--- config.mk ---
export PLATFORM = sky130hd
export DESIGN_NAME = frame_pacer
export DESIGN_NICKNAME = d
export VERILOG_FILES = /design/src/rtl/frame_pacer.sv
export SDC_FILE = /design/constraint.sdc
export NUM_CORES = 1
export LEC_CHECK = 0
export BUFFER_PORTS_ARGS = -buffer_cell sky130_fd_sc_hd__buf_4
export CORE_MARGIN = 5
export CORE_UTILIZATION = 49
export DETAILED_ROUTE_END_ITERATION = 8
export PLACE_DENSITY_LB_ADDON = 0.3
export SYNTH_ARGS = -nofsm -noshare
export SYNTH_HDL_FRONTEND = slang
export SYNTH_SLANG_ARGS = --single-unit
--- constraint.sdc ---
create_clock -name clk -period 2.05 [get_ports clk]
set_clock_uncertainty 0.05 [all_clocks]
set_input_delay 0.205 -clock clk [delete_from_list [all_inputs] [get_ports clk]]
set_output_delay 0.205 -clock clk [all_outputs]
set_load 0.05 [all_outputs]
--- src/rtl/frame_pacer.sv ---
// Frame pacer: turns FPS-divider pulses into frame_start/frame_done handshakes, counts frames and overruns.
// Optional BUSY watchdog is compiled in with `define FRAME_PACER_WATCHDOG_EN.
module frame_pacer #(
   parameter int FRAME_CNT_W = 16,
   parameter int SKIP_MAX    = 3,
   parameter int WDOG_CYCLES = 1000000
) (
   input  logic                   clk,
   input  logic                   rst,
   input  logic                   pulse,
   input  logic                   enable,
   input  logic                   frame_done,
   output logic                   frame_start,
   output logic                   frame_busy,
   output logic [FRAME_CNT_W-1:0] frame_count,
   output logic                   overrun,
   output logic [7:0]             dropped_count,
   output logic                   stall_err,
   output logic                   wdog_timeout
);

   localparam int SKIP_W = $clog2(SKIP_MAX + 2);
   localparam logic [SKIP_W:0] SKIP_LIM = (SKIP_W + 1)'(SKIP_MAX + 1);

   if (FRAME_CNT_W < 1 || SKIP_MAX < 0 || WDOG_CYCLES < 1) begin : g_param_check
      $error("frame_pacer: FRAME_CNT_W, WDOG_CYCLES must be >= 1 and SKIP_MAX >= 0");
   end

   typedef enum logic [1:0] {IDLE, WAIT_TICK, ISSUE, BUSY} state_t;

   state_t                 state_q, state_d;
   logic [FRAME_CNT_W-1:0] count_q, count_d;
   logic [7:0]             drop_q, drop_d;
   logic [SKIP_W-1:0]      skip_q, skip_d;
   logic                   stall_q, stall_d;
   logic                   overrun_q, wdog_q;
   logic                   pulse_drop, wdog_fire, done_accept;
   logic [1:0]             drop_inc;
   logic [8:0]             drop_sum;
   logic [SKIP_W:0]        skip_sum;

   assign done_accept = (state_q == BUSY) && frame_done;

   always_comb begin
      state_d    = state_q;
      pulse_drop = 1'b0;
      case (state_q)
         IDLE: begin
            if (enable) state_d = WAIT_TICK;
         end
         WAIT_TICK: begin
            if (!enable)    state_d = IDLE;
            else if (pulse) state_d = ISSUE;
         end
         ISSUE: begin
            state_d    = BUSY;
            pulse_drop = pulse;
         end
         BUSY: begin
            if (frame_done) begin
               // A pulse coinciding with completion starts the next frame rather than dropping.
               if (!enable)    state_d = IDLE;
               else if (pulse) state_d = ISSUE;
               else            state_d = WAIT_TICK;
            end else begin
               pulse_drop = pulse;
               if (wdog_fire) state_d = enable ? WAIT_TICK : IDLE;
            end
         end
         default: state_d = IDLE;
      endcase
   end

   // A watchdog abort and a dropped pulse in the same cycle each count as one drop.
   always_comb begin
      drop_inc = {1'b0, pulse_drop} + {1'b0, wdog_fire};
      drop_sum = {1'b0, drop_q} + {7'b0, drop_inc};
      skip_sum = {1'b0, skip_q} + (SKIP_W + 1)'(drop_inc);
      count_d  = (state_d == ISSUE) ? count_q + 1'b1 : count_q;
      drop_d   = drop_sum[8] ? 8'hFF : drop_sum[7:0];
      stall_d  = stall_q;
      if (done_accept) begin
         skip_d = '0;
      end else if (skip_sum >= SKIP_LIM) begin
         skip_d  = SKIP_LIM[SKIP_W-1:0];
         stall_d = 1'b1;
      end else begin
         skip_d = skip_sum[SKIP_W-1:0];
      end
   end

`ifdef FRAME_PACER_WATCHDOG_EN
   localparam int WDOG_W = $clog2(WDOG_CYCLES) + 1;
   localparam logic [WDOG_W-1:0] WDOG_LAST = WDOG_W'(WDOG_CYCLES - 1);

   logic [WDOG_W-1:0] wcnt_q, wcnt_d;

   // wcnt_q holds the number of completed BUSY cycles of the current frame.
   assign wdog_fire = (state_q == BUSY) && !frame_done && (wcnt_q == WDOG_LAST);

   always_comb begin
      wcnt_d = wcnt_q;
      if (state_d == ISSUE)      wcnt_d = '0;
      else if (state_q == BUSY)  wcnt_d = wcnt_q + 1'b1;
   end

   always_ff @(posedge clk or posedge rst) begin
      if (rst) wcnt_q <= '0;
      else     wcnt_q <= wcnt_d;
   end
`else
   assign wdog_fire = 1'b0;
`endif

   always_ff @(posedge clk or posedge rst) begin
      if (rst) begin
         state_q   <= IDLE;
         count_q   <= '0;
         drop_q    <= '0;
         skip_q    <= '0;
         stall_q   <= 1'b0;
         overrun_q <= 1'b0;
         wdog_q    <= 1'b0;
      end else begin
         state_q   <= state_d;
         count_q   <= count_d;
         drop_q    <= drop_d;
         skip_q    <= skip_d;
         stall_q   <= stall_d;
         overrun_q <= pulse_drop;
         wdog_q    <= wdog_fire;
      end
   end

   assign frame_start   = (state_q == ISSUE);
   assign frame_busy    = (state_q == ISSUE) || (state_q == BUSY);
   assign frame_count   = count_q;
   assign overrun       = overrun_q;
   assign dropped_count = drop_q;
   assign stall_err     = stall_q;
   assign wdog_timeout  = wdog_q;

endmodule

# Word level (Yosys, flattened, before mapping)

Cells that the tools add are included.

Add/subtract/negate cells: 3
$lt $le $gt $ge: 1
Equal/unequal tests: 4
Muxes and demuxes: 12
Bitwise gates (word level): 1
Reduce and logical (&&, ||, !) cells: 4

Operator list:

| operator                                                           | count |
|---|---|
| adder 16 x 1 -> 16 bit (second input constant)                     | 1 |
| 2-to-1 mux 2 bit                                                   | 6 |
| adder 8 x 1 -> 9 bit                                               | 1 |
| 2-to-1 mux 8 bit                                                   | 1 |
| case mux 2 bit (4 select lines)                                    | 1 |
| equality test 2 bit (second input constant)                        | 3 |
| 2-to-1 mux 3 bit                                                   | 2 |
| adder 3 x 1 -> 4 bit                                               | 1 |
| greater-or-equal comparator 4 x 3 -> 1 bit (second input constant) | 1 |
| equality test 2 x 1 -> 1 bit (second input constant)               | 1 |
| logical NOT 2 bit                                                  | 1 |
| case mux 1 bit (2 select lines)                                    | 1 |
| AND reduction 2 bit                                                | 1 |
| logical AND 1 bit                                                  | 1 |
| logical OR 1 bit                                                   | 1 |
| 2-to-1 mux 1 bit                                                   | 1 |
| inverter 1 bit                                                     | 1 |

Bits in registers: 31
Input port bits: 5
Output and inout bits: 29
Logic and storage cells: 31

# Longest topological paths before layout

Word-level depth: 6
Mapped depth: 8
Gate-level depth less buffers: 8

# Worst setup path before layout

No wires, ideal clock.

Path type: reg-to-reg
Start: register state_q[0]
End: register drop_q[0], in the netlist dropped_count[0]
Setup time: 127 ps
Arrival time: 1581 ps
Required time: 1873 ps
Setup slack: 292 ps
Cell stages (with the launch flop): 8
Path buffers: 0
Period minus slack after synthesis: 1758 ps
Path through: dfrtp_1 > nand2_1 > and3_1 > ha_1 > ha_1 > nand3_1 > nor2_1 > or2_2

Word-level cells in the longest chain between the ends: 4
Elaborated cells on any way between the ends: 5
Those cells by class: 1 x add/sub; 2 x eq/ne; 2 x mux

RTL lines:

| item                                | RTL line | source |
|---|---|---|
| start: declaration                  | 31       | `state_t state_q, state_d;` |
| start signal: assignment            | 125      | `state_q <= state_d;` |
| equality test 2 bit                 | 47       | `case (state_q)` |
| case mux 1 bit (2 select lines) (*) | 47       |  |
| named net pulse_drop                | 37       | `logic pulse_drop, wdog_fire, done_accept;` |
| adder 8 x 1 -> 9 bit (*)            | 77       | `drop_sum = {1'b0, drop_q} + {7'b0, drop_inc};` |
| 2-to-1 mux 8 bit (*)                | 80       | `drop_d = drop_sum[8] ? 8'hFF : drop_sum[7:0];` |
| named net drop_d[0]                 | 33       | `logic [7:0] drop_q, drop_d;` |
| end signal: assignment              | 127      | `drop_q <= drop_d;` |
| end: declaration                    | 33       |  |

Mark *: on every way through the listed nets, which the timed path passes. The rest lies on a longest branch.
A chain may end at the register's enable or synchronous reset.

# Worst setup path after layout

Start: register state_q[0]
End: register drop_q[6], in the netlist dropped_count[6]

Same word-level chain as after synthesis.

==> flow_summary_export.csv <==
group,metric,value,unit
cts,root_buffer,"clkbuf_4",
place,portBuffers,32,
power_and_ir_drop,power.leakage,0.855,nW
route,first_pass_iters,4,
sta,fmax,0.520,GHz
route,post-route-drc-count,0,
setup_path,startpoint_type,"flop",
setup_path,end_kind,"flop",
route,drt-initial-drc-count,80,
setup_path,critical_path_required,2.26,ns
floorplanning,row_count,19,
setup_path,path_buf_inv,0,
logic_synthesis,synth_compound_area_frac,0.0382,
setup_path,r2r_cells,8,
status,status,"finished, final reports clean",
floorplanning,fp.dieW,64.2,µm
route,wl_per_cell,14.5,µm
setup_path,crit_type,"reg -> reg",
logic_synthesis,ys_ff_latch,31,
floorplanning,start_util,0.518,
logic_synthesis,yosys.area_share.simple,0.260,
global_routing,grt_pass1_wl,5090,µm
setup_path,worstPathArrival,2.13,ns
cts,htree_levels,2,
cts,cts.sinks,31,
floorplanning,coreArea,2780,µm²
global_routing,grt_usage,0.157,
setup_path,timing.rr.end,"dropped_count[6]$_DFF_PP0_",
power_and_ir_drop,powerDensity,1220,nW/µm²
cts,numCtsBuffers,5,
setup_path,cp_slowest_cell,"dfrtp_1",
cts,cts_max_path_buffers,2,
cts,cts.clk_slew.worst_paths,0.10,ns
logic_synthesis,ys_warn_count,0,
layout,layout_common_cells,"33 x buf_4, 31 x dfrtp_1, 16 x nand2_1",
logic_synthesis,syn-cell-area,1440,µm²
cts,cts_tree,"yes",
logic_synthesis,syn_inst,133,
sta,fin_crit,1.92,ns
route,ant_nets,0,
logic_synthesis,avgSynthCellArea,10.8,µm²
sta,hold_viol_final,0,
global_routing,grt_pass1_vias,1081,
route,drt_wl_total,2970,µm
sta,fin_crit_sh,0.938,
setup_path,crit_path_max_incr_delay,0.45,ns
logic_synthesis,synth_xor_area_frac,0.0911,
layout,layout.nets,182,
logic_synthesis,synthesis.nets,143,
floorplanning,io_pins,34,
place,place_inst,195,
floorplanning,die_area,4130,µm²
setup_path,cp.depth,8,
setup_path,rrSetupSlack,0.13,ns
worst_hold_path,worstHoldStart,"enable",
setup_path,crit_family,"simple AND/OR/NAND/NOR gates",
layout,area_delta_synth_final,23.4,%
flow_run,max_cap_viol_count,0,
sta,finalSetupTns,0,ns
logic_synthesis,ys_seq_area_frac,0.538,
floorplanning,die_y,64.2,µm
worst_hold_path,hp-class,"in -> reg",
power_and_ir_drop,ir_drop,1.24,mV
layout,final_cells,204,
route,vias,1115,
setup_path,crit_fanout,5,
layout,layout.cells.most_common,"buf_4",
setup_path,cp_cell_sequence,"nand2_1 -> and3_1 -> ha_1 -> ha_2 -> nand3_1 -> nor2_1 -> nor2_1 -> a21oi_1",
logic_synthesis,synth_fa_ha_area_frac,0.0434,
sta,timing.hold.ws,0.0696,ns
sta,setup_viol,0,
layout,drive_gt1_frac,0.289,
global_routing,grt_max_degree,32,
sta,finalMaxSlewViolations,0,
cts,clk_latency,0.33,ns
setup_path,endpoint,"dropped_count[6]$_DFF_PP0_",
global_routing,antenna_found_initial,0,
logic_synthesis,muxShareOfSynthArea,0.00781,
place,post-dp-hpwl,2210,µm
setup_path,crit_path_frequent_cell,"nor2_1",
setup_path,startpoint,"state_q[0]$_DFF_PP0_",
logic_synthesis,ys_types,28,
logic_synthesis,synth_top_family_by_area,"simple AND/OR/NAND/NOR gates",
cts,postCtsSetupRepairBufs,0,
layout,n_antenna_cell,0,
route,viasPerCell,5.47,
place,gp_congestion,0.910,
setup_path,rr_startpoint,"state_q[0]$_DFF_PP0_",
global_routing,grt_overflow,0,
worst min path at each step:
stage / to / slack (ns) / cells after the start
after floorplan: dropped_count[0]$_DFF_PP0_ / 0.26 / 1
after global placement: dropped_count[6]$_DFF_PP0_ / 0.26 / 3
after detailed placement: dropped_count[5]$_DFF_PP0_ / 0.26 / 3
after CTS: state_q[0]$_DFF_PP0_ / 0.06 / 3
after global routing: state_q[0]$_DFF_PP0_ / 0.06 / 3
final: state_q[0]$_DFF_PP0_ / 0.07 / 3
metal layers:
layer | vias to the layer above | global-route usage | routed length, µm
met5 | - | 0 | 0
met4 | 0 | 0.0560 | 42
met3 | 6 | 0.0648 | 211
met2 | 39 | 0.244 | 1430
met1 | 538 | 0.199 | 1290
li1 | 532 | - | -
where the power goes:
part	leakage, nW	switching (mW)	internal [mW]
logic	0.430	0.625	0.300
registers	0.396	0.168	0.754
clock network	0.0293	0.196	0.133
area by class of cell:
type,instances,area (µm²)
clock buffer,7,45.0
clock inverter,1,5.00
fill,227,1000
inverter,4,15.0
multi-input combinational,96,642
sequential,31,776
tap,31,38.8
timing repair buffer,34,258
cells in the mapped netlist (all sizes together):
| library cell | number | area (µm²) |
|---|---|---|
| nand4 | 6 | 37.5 |
| nand3 | 10 | 62.6 |
| xor2 | 3 | 26.3 |
| and4 | 2 | 17.5 |
| nor2 | 10 | 45.0 |
| and2 | 4 | 25.0 |
| buf | 1 | 7.51 |
| or2 | 3 | 18.8 |
| clkbuf | 1 | 3.75 |
| nor3 | 4 | 31.3 |
| and2b | 2 | 18.8 |
| a31oi | 3 | 18.8 |
| mux2 | 1 | 11.3 |
| inv | 4 | 15.0 |
| dfrtp | 31 | 776 |
| and3 | 4 | 25.0 |
| conb | 1 | 3.75 |
| ha | 5 | 62.6 |
| o22ai | 1 | 6.26 |
| nor4 | 1 | 21.3 |
| xnor2 | 12 | 105 |
| nand2 | 16 | 60.1 |
| a21oi | 6 | 30.0 |
| nor2b | 2 | 12.5 |
sequential cells by signal, summed over array words and instances, names as in the netlist:
signal / cells
stall_err: 1
state_q: 2
frame_count: 16
overrun: 1
skip_q: 3
dropped_count: 8
worst min-delay path: cells and delay by family:
| kind | cells | cell delay (ns) |
|---|---|---|
| buffers and inverters | 1 | 0.10 |
| AND/OR/NAND/NOR | 2 | 0.10 |
timing repair:
| action | 4_1_cts | 5_1_grt |
|---|---|---|
| endpoints found under the setup margin | 0 | 3 |
| hold buffers | 1 | 0 |
| hold endpoints to repair | 31 | 0 |
| resized for setup | 0 | 1 |
through the flow:
stage	setup WS [ns]	cell area (µm²)	utilization	total power, mW
after floorplan	0.292	1440	-	1.57
after global placement	0.223	1720	0.617	1.83
after detailed placement	0.142	1720	0.617	1.86
after CTS	0.126	1780	0.639	2.19
after global routing	-0.0165	1780	0.640	2.31
final	0.128	1780	0.640	2.18
cells by family (layout without fill, tap and decap cells):
family          Yosys count  after routing
other cells               1              1
compound gates           10             10
buf+inv                   6             46
fa+ha+maj                 5              5
xor+xnor                 15             15
flops                    31             31
mux                       1              1
simple gates             64             64
(Power assumes the default switching activity.)
